==> src/rtl/memoredf_sel_pkg.sv <==
// memoredf_sel_pkg: shared node type, tree depth and winner rule for the argmax selector
package memoredf_sel_pkg;
  localparam int CMP_W = 64;
  typedef struct packed {
    logic        valid;
    logic [15:0] value;
    logic [3:0]  dis;
    logic [2:0]  index;
  } sel_node_t;
  function automatic int levels(input int n);
    return (n <= 2) ? 1 : $clog2(n);
  endfunction
  function automatic logic lt(input logic [CMP_W-1:0] x, input logic [CMP_W-1:0] y, input int vw, input logic wrap);
    logic [CMP_W-1:0] half, d;
    half = 64'd1 << (vw - 1);
    d = (x - y) & ((half << 1) - 64'd1);
    return wrap ? ((d & half) != '0 && d != half) : (x < y);
  endfunction
  function automatic logic better(input logic av, input logic bv, input logic [CMP_W-1:0] a, input logic [CMP_W-1:0] b,
                                  input int vw, input logic mode_min, input logic wrap);
    return !bv ? 1'b0 : !av ? 1'b1 : mode_min ? lt(b, a, vw, wrap) : lt(a, b, vw, wrap);
  endfunction
endpackage

==> src/rtl/sel_node.sv <==
// sel_node: two-input selector, higher-index input wins only when strictly better
module sel_node
  import memoredf_sel_pkg::*;
#(
  parameter int VW       = 16,
  parameter int DW       = 4,
  parameter int IW       = 3,
  parameter bit MODE_MIN = 1,
  parameter bit WRAP     = 1
) (
  input  logic [VW+DW+IW:0] a,
  input  logic [VW+DW+IW:0] b,
  output logic [VW+DW+IW:0] y
);
  localparam int W = 1 + VW + DW + IW;
  logic pick_b;
  // ties and invalid b fall back to the lower-index input a
  always_comb pick_b = better(a[W-1], b[W-1], CMP_W'(a[W-2 -: VW]), CMP_W'(b[W-2 -: VW]), VW, MODE_MIN, WRAP);
  assign y = pick_b ? b : a;
endmodule

==> src/rtl/pipelined_argmax_selector.sv <==
// pipelined_argmax_selector: registered binary tree picking the best valid channel
module pipelined_argmax_selector
  import memoredf_sel_pkg::*;
#(
  parameter int N_CHANNELS   = 8,
  parameter int VALUE_WIDTH  = 16,
  parameter int DIS_WIDTH    = 4,
  parameter bit MODE_MIN     = 1,
  parameter bit WRAP_COMPARE = 1
) (
  input  logic                              clk,
  input  logic                              reset,
  input  logic [N_CHANNELS-1:0]             in_valid,
  input  logic [N_CHANNELS*VALUE_WIDTH-1:0] in_value,
  input  logic [N_CHANNELS*DIS_WIDTH-1:0]   in_dis,
  output logic                              in_ready,
  output logic                              out_valid,
  output logic [VALUE_WIDTH-1:0]            out_value,
  output logic [DIS_WIDTH-1:0]              out_dis,
  output logic [levels(N_CHANNELS)-1:0]     out_index,
  input  logic                              out_ready
);
  localparam int IW = levels(N_CHANNELS);
  localparam int P  = 1 << IW;
  typedef struct packed {
    logic                   valid;
    logic [VALUE_WIDTH-1:0] value;
    logic [DIS_WIDTH-1:0]   dis;
    logic [IW-1:0]          index;
  } node_t;
  node_t leaf [0:P-1];
  node_t w [1:P-1];
  node_t q [1:P-1];
  logic adv;
  assign adv       = out_ready | ~q[1].valid;
  assign in_ready  = adv;
  assign out_valid = q[1].valid;
  assign out_value = q[1].value;
  assign out_dis   = q[1].dis;
  assign out_index = q[1].index;
  for (genvar i = 0; i < P; i++) begin : g_leaf
    if (i < N_CHANNELS) begin : g_in
      assign leaf[i] = {in_valid[i], in_value[i*VALUE_WIDTH +: VALUE_WIDTH], in_dis[i*DIS_WIDTH +: DIS_WIDTH], IW'(i)};
    end else begin : g_pad
      assign leaf[i] = {1'b0, VALUE_WIDTH'(0), DIS_WIDTH'(0), IW'(i)};
    end
  end
  for (genvar k = 1; k < P; k++) begin : g_node
    node_t a, b;
    if (2 * k >= P) begin : g_bottom
      assign a = leaf[2*k-P];
      assign b = leaf[2*k+1-P];
    end else begin : g_inner
      assign a = q[2*k];
      assign b = q[2*k+1];
    end
    sel_node #(
      .VW(VALUE_WIDTH), .DW(DIS_WIDTH), .IW(IW), .MODE_MIN(MODE_MIN), .WRAP(WRAP_COMPARE)
    ) u_sel (
      .a(a), .b(b), .y(w[k])
    );
  end
  // every tree level advances in lockstep whenever the root may move on
  always_ff @(posedge clk or posedge reset)
    if (reset) q <= '{default: '0};
    else if (adv) q <= w;
endmodule
==> config.mk <==
export PLATFORM = sky130hd
export DESIGN_NAME = pipelined_argmax_selector
export DESIGN_NICKNAME = d
export VERILOG_FILES = /design/src/rtl/memoredf_sel_pkg.sv /design/src/rtl/sel_node.sv /design/src/rtl/pipelined_argmax_selector.sv
export SDC_FILE = /design/constraint.sdc
export NUM_CORES = 1
export LEC_CHECK = 0
export CAP_MARGIN = 20
export CORE_MARGIN = 2
export CORE_UTILIZATION = 57
export DETAILED_ROUTE_END_ITERATION = 10
export HOLD_SLACK_MARGIN = 0.06
export PLACE_DENSITY_LB_ADDON = 0.3
export REMOVE_ABC_BUFFERS = 1
export SLEW_MARGIN = 20
export SYNTH_ARGS = -nofsm -noshare
export SYNTH_HDL_FRONTEND = slang
export SYNTH_SLANG_ARGS = --single-unit
export TNS_END_PERCENT = 100
==> constraint.sdc <==
create_clock -name clk -period 19.6 [get_ports clk]
set_input_delay 5.88 -clock clk [delete_from_list [all_inputs] [get_ports clk]]
set_output_delay 5.88 -clock clk [all_outputs]
set_load 0.005 [all_outputs]
==> qor.csv <==
stage,metric,value,unit
placement,hpwl,29800,µm
yosys,avgSynthCellArea,8.02,µm²
clock_network,clkSinkCount,160,
worst_setup_path,rrSetupSlack,15.13,ns
yosys,synthCells,1706,
yosys,ys_async_sr_fraction,100,%
timing,layout_min_cycle_time,14.17,ns
layout,fin_area,16300,µm²
worst_setup_path,crit_required,13.72,ns
layout,n_antenna_cell,0,
global_routing,gr-total-overflow,0,
placement,place_area,15700,µm²
worst_setup_path,worst_setup_path_start_kind,input pin,
layout,layout-drive-gt1-share,3.66,%
clock_network,numCtsBuffers,17,
clock_network,clock_latency,0.44,ns
pwr,seqPwrFrac,30.7,%
yosys,synth_area,13700,µm²
floorplanning,core_area,23500,µm²
timing,fin_tns_setup,0,ns
placement,globalplace.congestion,0.926,
layout,area_growth,19.2,%
clock_network,clk_pin_slew,0.06,ns
floorplanning,boundaryPins,196,
floorplanning,die_x,159,µm
worst_setup_path,worst-r2r-cell-count,13,
worst_setup_path,endpoint_kind,output port,
drt,wl,39200,µm
floorplanning,fp.dieH,159,µm
pwr,power_frac_clock,20.5,%
status,status,"complete, no violations",
global_routing,antenna_found_initial,0,
yosys,ys_top_cells_by_area,"dfrtp_1, ha_1, mux2i_1",
timing,rsz0062_at_grt,false,
timing,max_slew_margin,31.6,%
yosys,synth-seq-area-share,29.3,%
clock_network,cts-root-buf,clkbuf_16,
min_path,min_from,out_index[2],
pwr,power_frac_comb,48.8,%
yosys,yosysWarnings,0,
worst_setup_path,r2r-end,g_node[1].a[10],
clock_network,cts_max_level,4,
clock_network,post-cts-setup-buffers,0,
global_routing,grt_pass1_wl,64300,µm
drt,drc,0,
worst_setup_path,crit_arrival,8.29,ns
timing,timing.final.hold_violations,0,
global_routing,grt_max_degree,94,
timing,final_max_slew_viol_count,0,
clock_network,ctsHoldBuffers,0,
timing,fmax,70.6,MHz
floorplanning,initial_core_util,58.1,%
worst_setup_path,rr_startpoint,g_node[2].b[7],
drt,dr.pass1.iters,6,
yosys,synth_edf_count,0,
timing,fin_crit_sh,72.3,%
floorplanning,die_area,25300,µm²
worst_setup_path,path_class,input pin to output port,
clock_network,cts-resized-gates,0,
yosys,synth_flop_cell,dfrtp_1,
drt,vias_per_cell,6.26,
timing,finalSetupViolCount,0,
min_path,min_to,out_index[2],
pwr,p_switching,0.638,mW
global_routing,grtUsageTotal,30.8,%
timing,tightest_slew,1.02,ns
yosys,synth_cell_types,91,
floorplanning,rows,56,
yosys,yosysTopAreaCell,dfrtp_1,
job,maxCapViolations,0,
pwr,p_leak,7.22,nW
layout,final_cell_count_no_fill,2175,
placement,place_ws,5.45,ns
drt,drt_iter0_markers,1254,
min_path,hp-class,flip-flop to flip-flop,
drt,routedWlPerCell,18.0,µm
timing,fin_ws,5.43,ns
pwr,power.density,97.0,nW/µm²
pwr,switching_share,40.3,%
yosys,synth.top_cell.area_share,29.3,%
placement,io_buffers,195,
pwr,internal_power,0.944,mW
clock_network,cts_max_path_buffers,2,
drt,detail-route-antenna-nets,0,
layout,final_nets,2129,
placement,placedCellCount,2145,
min_path,holdPathStages,2,
worst_setup_path,cp_max_fo,53,
drt,num_vias,13617,
yosys,synth_seq_cells,160,
pwr,ir_drop,0.0841,mV
timing,skew,0.0131,ns
layout,n_fill_cell,1981,
clock_network,cts_tree,done,
global_routing,grt_pass1_vias,12802,
[through the flow]
stage,util (%),hold WS (ns),power (mW)
global placement,66.8,0.445,1.22
global route,69.3,0.503,1.69
detailed placement,66.8,0.458,1.24
CTS,69.2,0.471,1.57
floorplan,-,0.432,0.985
finish,69.3,0.472,1.58
[cells in the mapped netlist (all sizes together) (15+ instances only)]
library cell  instances
a31oi                73
nand3                26
nand2b               26
o211ai               15
a22oi                31
nor2                143
o21ai               180
nor3                 28
nor2b                17
a211oi               18
o21a                 18
nand2               122
ha                  105
dfrtp               160
buf                  21
clkbuf               60
xor2                 19
mux2i                81
a21o                 21
xnor2                19
a21oi               147
inv                 163
[cell families after synthesis]
group	synth area share (%)
xor+xnor	2.43
mux	6.17
compound gates	27.9
buf+inv	7.31
fa+ha+maj	10.6
flops	29.3
simple gates	16.3
[worst max-delay path, stage by stage]
cell and delay [ns]:
clkdlybuf4s50_1 0.41, and2b_4 0.58, clkinv_2 0.70, clkdlybuf4s50_1 0.71
[power groups by stage]
stage / sequential [mW] / combinational (mW) / clock (mW)
global route: 0.495 / 0.856 / 0.342
global placement: 0.486 / 0.734 / 0
detailed placement: 0.488 / 0.750 / 0
finish: 0.486 / 0.771 / 0.325
floorplan: 0.461 / 0.524 / 0
CTS: 0.484 / 0.759 / 0.325
[metal layers]
layer | track usage (%) | vias up | routed length (µm)
met5 | 0 | - | 0
met4 | 7.52 | 0 | 657
met3 | 5.22 | 60 | 2870
met2 | 47.4 | 536 | 17500
met1 | 45.3 | 6516 | 18200
li1 | - | 6505 | -
[state kept, by name, indices dropped and copies added (netlist names)]
register,count
out_dis,4
g_node.b,69
g_node.a,67
out_value,16
out_index,3
out_valid,1
[area by class of cell]
class	instances	area, µm²	area share [%]
Clock inverter	9	111	0.683
Timing Repair Buffer	205	2030	12.5
Multi-Input combinational cell	1299	8700	53.3
Sequential cell	160	4000	24.5
Tap cell	319	399	2.45
Clock buffer	20	447	2.74
Inverter	163	618	3.79
[placed cells by master, fill, tap and decap left out, types with 8 or more instances in the layout]
master	n
xnor2_1	19
inv_1	161
o22ai_1	13
nor3_1	28
o21ai_1	59
nor2b_1	17
a21o_1	20
nand2_1	122
a2111oi_0	9
o21ai_0	120
a22oi_1	31
xor2_1	19
clkbuf_16	17
nand2b_1	26
a211o_1	8
a21oi_1	146
mux2i_1	81
ha_1	105
clkdlybuf4s50_1	195
buf_4	9
nand4_1	8
a211oi_1	17
and3_1	8
o31ai_1	10
dfrtp_1	160
a31oi_1	73
o21a_1	18
nor2_1	141
or3_1	13
o211ai_1	15
nand3_1	26
o2111ai_1	8
[worst max-delay path by stage]
stage | start | to | cells after the start
2_1_floorplan | out_ready | in_ready | 2
3_5_place_dp | out_ready | in_ready | 4
3_3_place_gp | out_ready | in_ready | 4
4_1_cts | out_ready | in_ready | 4
6_report | out_ready | in_ready | 4
5_1_grt | out_ready | in_ready | 4
No activity file was read; power rests on OpenSTA's default activity.
